**src/rtl/src1_fwd_ctrl.sv**
```systemverilog
// src1_fwd_ctrl: EX-stage ALU/shifter source-1 select and load-use stall.
// Optional macro SRC1_FWD_EN enables the forwarding codes 111/100.
module src1_fwd_ctrl #(
  parameter int REG_AW = 4,
  parameter int CNT_W  = 16
) (
  input  logic              clk,
  input  logic              rst,
  input  logic              id_valid,
  input  logic [1:0]        id_src_kind,
  input  logic [REG_AW-1:0] id_src_reg,
  input  logic [REG_AW-1:0] id_dst_reg,
  input  logic              id_we,
  input  logic              id_is_load,
  input  logic              hold,
  input  logic              flush,
  output logic [2:0]        src1sel,
  output logic              id_stall,
  output logic [CNT_W-1:0]  stall_cnt
);

  typedef struct packed {
    logic              vld;
    logic [REG_AW-1:0] dst;
    logic              we;
    logic              load;
  } slot_t;

  slot_t             r_s1;
  slot_t             r_s2;
  logic [2:0]        r_sel;
  logic [CNT_W-1:0]  r_cnt;

  logic              w_src_ok;
  logic              w_s1_hit;
  logic              w_s2_hit;
  logic              w_stall;
  logic [2:0]        w_sel_nxt;
  logic              w_cnt_max;
  logic              w_unused;

  assign w_src_ok = id_valid
                  & (id_src_kind == 2'd0)
                  & (id_src_reg != '0);

  assign w_s1_hit = w_src_ok & r_s1.vld & r_s1.we
                  & (r_s1.dst == id_src_reg);
  assign w_s2_hit = w_src_ok & r_s2.vld & r_s2.we
                  & (r_s2.dst == id_src_reg);

`ifdef SRC1_FWD_EN
  // Only a load one stage ahead cannot be forwarded in time
  assign w_stall = w_s1_hit & r_s1.load & ~flush;
`else
  // Without forwarding, wait until the producer reaches WB
  assign w_stall = (w_s1_hit | w_s2_hit) & ~flush;
`endif

  assign w_cnt_max = &r_cnt;

  // Load flags are only partly consumed depending on the build
  assign w_unused = ^{r_s1.load, r_s2.load};

  // Next select: forwarded value first (newest wins), else by source kind
  always_comb begin
    w_sel_nxt = 3'b000;
    unique case (id_src_kind)
      2'd0: w_sel_nxt = 3'b000;
      2'd1: w_sel_nxt = 3'b001;
      2'd2: w_sel_nxt = 3'b010;
      2'd3: w_sel_nxt = 3'b011;
    endcase
`ifdef SRC1_FWD_EN
    if (w_s1_hit) begin
      w_sel_nxt = 3'b111;
    end else if (w_s2_hit) begin
      w_sel_nxt = 3'b100;
    end
`endif
  end

  // Slot shift, select register and saturating stall counter
  always_ff @(posedge clk or posedge rst) begin
    if (rst) begin
      r_s1  <= '0;
      r_s2  <= '0;
      r_sel <= 3'b000;
      r_cnt <= '0;
    end else if (!hold) begin
      r_s2 <= r_s1;
      if (flush || w_stall || !id_valid) begin
        r_s1  <= '0;
        r_sel <= 3'b000;
      end else begin
        r_s1  <= {1'b1, id_dst_reg, id_we, id_is_load};
        r_sel <= w_sel_nxt;
      end
      if (w_stall && !w_cnt_max) begin
        r_cnt <= r_cnt + CNT_W'(1);
      end
    end
  end

  assign src1sel   = r_sel;
  assign id_stall  = w_stall;
  assign stall_cnt = r_cnt;

endmodule

```
**config.mk**
```make
export PLATFORM = sky130hd
export DESIGN_NAME = src1_fwd_ctrl
export DESIGN_NICKNAME = d
export VERILOG_FILES = /design/src/rtl/src1_fwd_ctrl.sv
export SDC_FILE = /design/constraint.sdc
export NUM_CORES = 1
export LEC_CHECK = 0
export ABC_AREA = 1
export CORE_MARGIN = 2
export CORE_UTILIZATION = 55
export CTS_BUF_LIST = sky130_fd_sc_hd__clkbuf_16
export CTS_CLUSTER_SIZE = 30
export DETAILED_ROUTE_END_ITERATION = 6
export HOLD_SLACK_MARGIN = 0.08
export MAX_ROUTING_LAYER = met4
export PLACE_DENSITY = 0.84
export SYNTH_ARGS = -nofsm -noshare
export SYNTH_HDL_FRONTEND = slang
export SYNTH_SLANG_ARGS = --single-unit
```
**constraint.sdc**
```tcl
create_clock -name clk -period 2.2 [get_ports clk]
set_input_delay 0.44 -clock clk [delete_from_list [all_inputs] [get_ports clk]]
set_output_delay 0.44 -clock clk [all_outputs]
set_load 0.01 [all_outputs]
```
# Yosys cells after proc, flatten, opt, wreduce, memory -nomap -nowiden

Cells that the tools add are included.

Latch bits: 0
Memories kept: 0
Output and inout bits: 20
Memory bits (writable): 0
Logic and storage cells: 38
Memory bits (read-only): 0
Bits of input ports: 17
Flip-flop bits (word level): 31

Multipliers: 0
Mux-type cells: 3
Shift-type cells: 0
Bitwise logic cells: 12
Order comparisons: 0
$add $sub $neg: 1
Equality and inequality tests: 5
Divide/modulo/power cells: 0
Reductions and logical operators: 9

Operator list:

| kind                    | number |
|---|---|
| $add A16 B1 Y16 const B | 1 |
| $reduce_and A16 Y1      | 1 |
| $pmux W3 S4             | 1 |
| $and A1 B1 Y1           | 9 |
| $eq A4 B4 Y1            | 2 |
| $mux W7                 | 1 |
| $eq A2 B2 Y1 const B    | 2 |
| $reduce_bool A4 Y1      | 1 |
| $mux W3                 | 1 |
| $eq A2 B1 Y1 const B    | 1 |
| $logic_not A1 Y1        | 2 |
| $logic_not A2 Y1        | 1 |
| $logic_or A1 B1 Y1      | 2 |
| $not A1 Y1              | 2 |
| $reduce_and A2 Y1       | 1 |
| $logic_and A1 B1 Y1     | 1 |
| $or A1 B1 Y1            | 1 |

# Longest topological paths before layout

Word-level depth: 11
Mapped depth: 12
Gate-level depth less buffers: 11

# Worst setup path after synthesis

Ideal clock, no wire load.

Kind: flip-flop to flip-flop
Start point: register r_cnt[0] (netlist: stall_cnt[0])
End point: register r_cnt[4] (netlist: stall_cnt[4])
Arrival: 1435 ps
Path slack: 647 ps
Buffers on the path: 1
Library setup time: 117 ps
Clock period less this slack: 1553 ps
Cell stages (with the launch flop): 10
Data required time: 2083 ps
Cell sequence: dfrtp_1 > ha_1 > nand2_1 > nor2_1 > nand2_1 > nor2_1 > nor2_4 > buf_6 > nand3_1 > nand2_1

Cells in the longest elaborated chain, start to end: 4
Elaborated cells between the ends (all ways): 5
Those cells by class: 1 x add/sub; 4 x reduce/logical

RTL lines:

| item                                                                    | RTL line | RTL |
|---|---|---|
| from (decl)                                                             | 32       | `logic [CNT_W-1:0] r_cnt;` |
| from (signal assigned)                                                  | 99       | `r_cnt <= r_cnt + CNT_W'(1);` |
| parallel branches: the longest is 4 deep, another holds $add A16 B1 Y16 | -        |  |

Several ways; the timed one is not identified.
A chain may end at the register's enable or synchronous reset.

# Final worst setup path

Start point: input id_valid
End point: output id_stall

Cells in the longest elaborated chain, start to end: 7
Elaborated cells between the ends (all ways): 10
Those cells by class: 10 x bitwise

RTL lines:

| item                                                 | RTL line | RTL |
|---|---|---|
| from (decl)                                          | 9        | `input logic id_valid,` |
| $and A1 B1 Y1 *                                      | 43       | `& (id_src_kind == 2'd0)` |
| $and A1 B1 Y1 *                                      | 44       | `& (id_src_reg != '0);` |
| $and A1 B1 Y1, on equally long branches (2 in a row) | 46, 48   |  |
| $and A1 B1 Y1, on equally long branches              | 47, 49   |  |
| $or A1 B1 Y1 *                                       | 56       | `assign w_stall = (w_s1_hit \| w_s2_hit) & ~flush;` |
| $and A1 B1 Y1 *                                      | 56       |  |
| to (decl)                                            | 18       | `output logic id_stall,` |

Mark *: on every way between the ends. The rest lies on a longest branch, timed or not.

==> results.py <==
metrics = {
    "pwr": {
        "power-per-cell-area_nw_per_um2": 545.4,
        "total_leakage_power_nw": 1.228,
        "peak_supply_drop_v": 0.0004389,
        "post-layout-total-power_mw": 1.353,
    },
    "route": {
        "detail_route.iter0.violations": 106,
        "route.detailed.wl_per_inst_um": 12.10,
        "drt-pass1-iter-count": 4,
        "detail_route.vias_per_cell": 4.989,
        "detail-route-antenna-nets": 0,
        "drcViolationCount": 0,
        "vias": 1781,
        "route.final.wire_length_mm": 4.320,
    },
    "clock_tree": {
        "clock_tree.root_cell": "sky130_fd_sc_hd__clkbuf_16",
        "tritoncts_num_sinks": 30,
        "cts_setup_buffers": 0,
        "cts_tree": "built",
        "maximum_count_of_clock_buffers_along_a_single_path": 2,
        "cts_htree_levels": 2,
        "worst_setup_hold_path_clk_slew_ns": 0.05,
        "worstSkewPairLatency_ns": 0.28,
        "cts_hold_repair.buffers": 0,
        "cts_made_buffers": 5,
    },
    "worst_setup_path": {
        "endpoint_kind": "output port",
        "crit_slowest_cell": "sky130_fd_sc_hd__clkdlybuf4s50_1",
        "worst_path_largest_cell_delay_ns": 0.48,
        "critPathMaxFanout": 2,
        "critical_register_to_register_path_startpoint": "stall_cnt[0]",
        "worst_reg_to_reg_cells": 9,
        "critical_path.startpoint_type": "input pin",
        "critical_setup_path_kind": "input pin to output port",
        "r2r_slack_ns": 0.47,
        "timing.critical_path.required_ns": 1.76,
        "worst_r2r_end": "stall_cnt[10]",
        "timing.critical_path.cells": "clkdlybuf4s50_1 > nand2_1 > nor2_2 > and2_1 > nand3_2 > inv_1 > clkdlybuf4s15_2",
        "cp_data_arrival_time_ns": 1.62,
    },
    "sta": {
        "finalClockSkew_ns": 0.003760,
        "relSlewSlack": 0.6650,
        "hold_viol": 0,
        "period_share": 0.9381,
        "worst_hold_slack_ns": 0.4854,
        "period_minus_slack_ns": 2.064,
        "max_freq_mhz": 484.5,
        "finalSetupViolCount": 0,
        "rsz0062_at_grt": "false",
        "final.setup.tns_ns": 0,
        "slew_at_the_pin_closest_to_its_max_slew_limit_ns": 0.5007,
        "slew_viol_final": 0,
    },
    "layout": {
        "n_antenna_cell": 0,
        "nets": 328,
        "fraction_of_layout_instances_using_a_drive_strength_above_1": 0.1190,
        "area_overhead_vs_synth_pct": 33.00,
        "layout.core_utilization": 0.7554,
        "finish.cell_count_without_fillers": 357,
    },
    "synth": {
        "edff_count_synth": 0,
        "synthCells": 260,
        "yosysWarnings": 0,
        "share_of_yosys_cell_area_claimed_by_the_top_area_cell_type": 0.4024,
        "synth_sequential_area_ratio": 0.4024,
        "synth.lib_cells_used.distinct": 24,
        "ys_async_sr_fraction": 1.000,
        "postSynthRegisterBits": 30,
        "yosys_most_used_dff": "sky130_fd_sc_hd__dfrtp_1",
        "synth.net_count": 278,
        "post_synthesis_mean_instance_area_um2": 7.175,
        "post_synth_main_area_contributors": "sky130_fd_sc_hd__dfrtp_1 40%, sky130_fd_sc_hd__nand2_1 18%, sky130_fd_sc_hd__nand3_1 8.0%, sky130_fd_sc_hd__inv_1 5.4%, sky130_fd_sc_hd__nor2_1 4.8%",
        "syn_area_um2": 1866,
        "netlist.top_cell.by_area": "sky130_fd_sc_hd__dfrtp_1",
    },
    "place": {
        "gpl_wtd_cong": 0.9211,
        "dp_cells": 349,
        "portBuffers": 34,
        "dp_hpwl_mm": 3.002,
    },
    "grt": {
        "grt_start_max_net_pins": 31,
        "grt_pass1_wl_mm": 7.783,
        "overall_track_demand_over_capacity_in_global_routing": 0.2622,
        "grt_remaining_overflow": 0,
        "via_count_of_the_first_global_routing_pass": 1792,
        "grt_antenna_before_repair": 0,
    },
    "run": {
        "max_cap_viol_count": 0,
    },
    "min_path": {
        "worst_hold_path.endpoint": "src1sel[1]",
        "hold_path.class": "register to register",
        "worst_hold_startpoint": "src1sel[1]",
        "min_delay_path_depth": 2,
    },
    "floorplanning": {
        "fp.coreArea_um2": 3284,
        "total_die_area_um2": 3874,
        "fp-row-count": 21,
        "floorplan.die.width_um": 62.24,
        "boundaryPins": 37,
        "initial_core_util": 0.5680,
        "dieHeight_um": 62.24,
    },
    "outcome": {
        "outcome": "finished, final reports clean",
    },
}
## how the worst max path moves through the flow
stage / endpoint / startpoint
6_report: id_stall / id_valid
5_1_grt: id_stall / id_valid
4_1_cts: id_stall / id_valid
3_5_place_dp: id_stall / id_src_reg[0]
3_3_place_gp: id_stall / id_src_reg[0]
2_1_floorplan: stall_cnt[4] / stall_cnt[0]
## cell type report
class                      count  area (um2)
clock inverter                 3       11.26
fill                         251       803.3
tap                           46       57.56
inverter                      31       116.4
multi-input combinational    193       958.4
sequential                    30       750.7
timing repair buffer          49       461.7
clock buffer                   5       125.1
## per-stage QoR
step                instance area (um2)  setup slack (ns)
finish                             2481            0.1362
global route                       2481           0.04783
CTS                                2479           0.09091
detailed placement                 2346           -0.3646
global placement                   2346           -0.3334
floorplan                          1866            0.6475
## state kept, by name, indices dropped and copies added, names as in the netlist
register	count
r_s1	6
r_s2	6
src1sel	2
stall_cnt	16
## where the power goes
part           switching [mW]  total, mW  internal, mW
Combinational          0.0741      0.138        0.0644
Sequential             0.0144      0.585         0.571
Clock                   0.224      0.629         0.405
## Yosys cell counts (2+ instances only)
cell,instances
sky130_fd_sc_hd__nor2_2,3
sky130_fd_sc_hd__nand2_1,89
sky130_fd_sc_hd__clkbuf_1,2
sky130_fd_sc_hd__inv_2,4
sky130_fd_sc_hd__xnor2_1,9
sky130_fd_sc_hd__nor2_1,24
sky130_fd_sc_hd__nand4_1,4
sky130_fd_sc_hd__o21ai_0,13
sky130_fd_sc_hd__inv_1,27
sky130_fd_sc_hd__nand4_4,2
sky130_fd_sc_hd__and2_1,2
sky130_fd_sc_hd__buf_6,2
sky130_fd_sc_hd__dfrtp_1,30
sky130_fd_sc_hd__nand3_1,30
sky130_fd_sc_hd__nand2_2,3
sky130_fd_sc_hd__nor2_4,2
sky130_fd_sc_hd__xor2_1,7
## layout by cell type (no fill, tap or decap)
cell	instances
sky130_fd_sc_hd__nand2_1	89
sky130_fd_sc_hd__nand3_1	30
sky130_fd_sc_hd__dfrtp_1	30
sky130_fd_sc_hd__clkdlybuf4s50_1	29
sky130_fd_sc_hd__inv_1	27
sky130_fd_sc_hd__nor2_1	23
sky130_fd_sc_hd__buf_4	14
sky130_fd_sc_hd__o21ai_0	13
sky130_fd_sc_hd__xnor2_1	9
sky130_fd_sc_hd__xor2_1	7
sky130_fd_sc_hd__clkbuf_16	5
sky130_fd_sc_hd__inv_2	4
sky130_fd_sc_hd__nand4_1	4
sky130_fd_sc_hd__nor2_2	4
sky130_fd_sc_hd__dlygate4sd2_1	4
sky130_fd_sc_hd__nand2_2	3
sky130_fd_sc_hd__clkinv_1	3
sky130_fd_sc_hd__and2_1	2
sky130_fd_sc_hd__nor2_4	2
sky130_fd_sc_hd__nand4_4	2
sky130_fd_sc_hd__a21oi_1	1
sky130_fd_sc_hd__nand3_2	1
sky130_fd_sc_hd__nor3_1	1
sky130_fd_sc_hd__ha_1	1
sky130_fd_sc_hd__conb_1	1
sky130_fd_sc_hd__clkdlybuf4s15_2	1
sky130_fd_sc_hd__buf_12	1
## repair_timing
action                                  4_1_cts  5_1_grt
gates resized for setup                       7        1
endpoints found under the setup margin        1        1
pin swaps                                     0        0
endpoints found under the hold margin         0        0
cloned                                        0        0
## critical path: cells and delay by family
family / cells / cell delay (ns)
buffers and inverters: 3 / 0.77
and+or+nand+nor: 4 / 0.41
## layer usage
layer | vias to the layer above | routed length (um) | GRT usage
li1 | 907 | - | -
met1 | 826 | 1764 | 0.2908
met2 | 36 | 2273 | 0.4484
met3 | 12 | 193 | 0.07065
met4 | 0 | 89 | 0.1083
met5 | - | 0 | -
## cells by family (layout without fill, tap and decap cells)
logic type	Yosys count	count (layout)	share of synthesized area
other	1	1	0.002010
xor gates and xnor gates	16	16	0.07512
AOI/OAI and AO/OA	14	14	0.03755
adders and majority gates	1	1	0.006706
buffers and inverters	37	88	0.08518
and+or+nand+nor	161	161	0.3910
DFF	30	30	0.4024
Note: power is estimated with default switching activity, not from simulation.
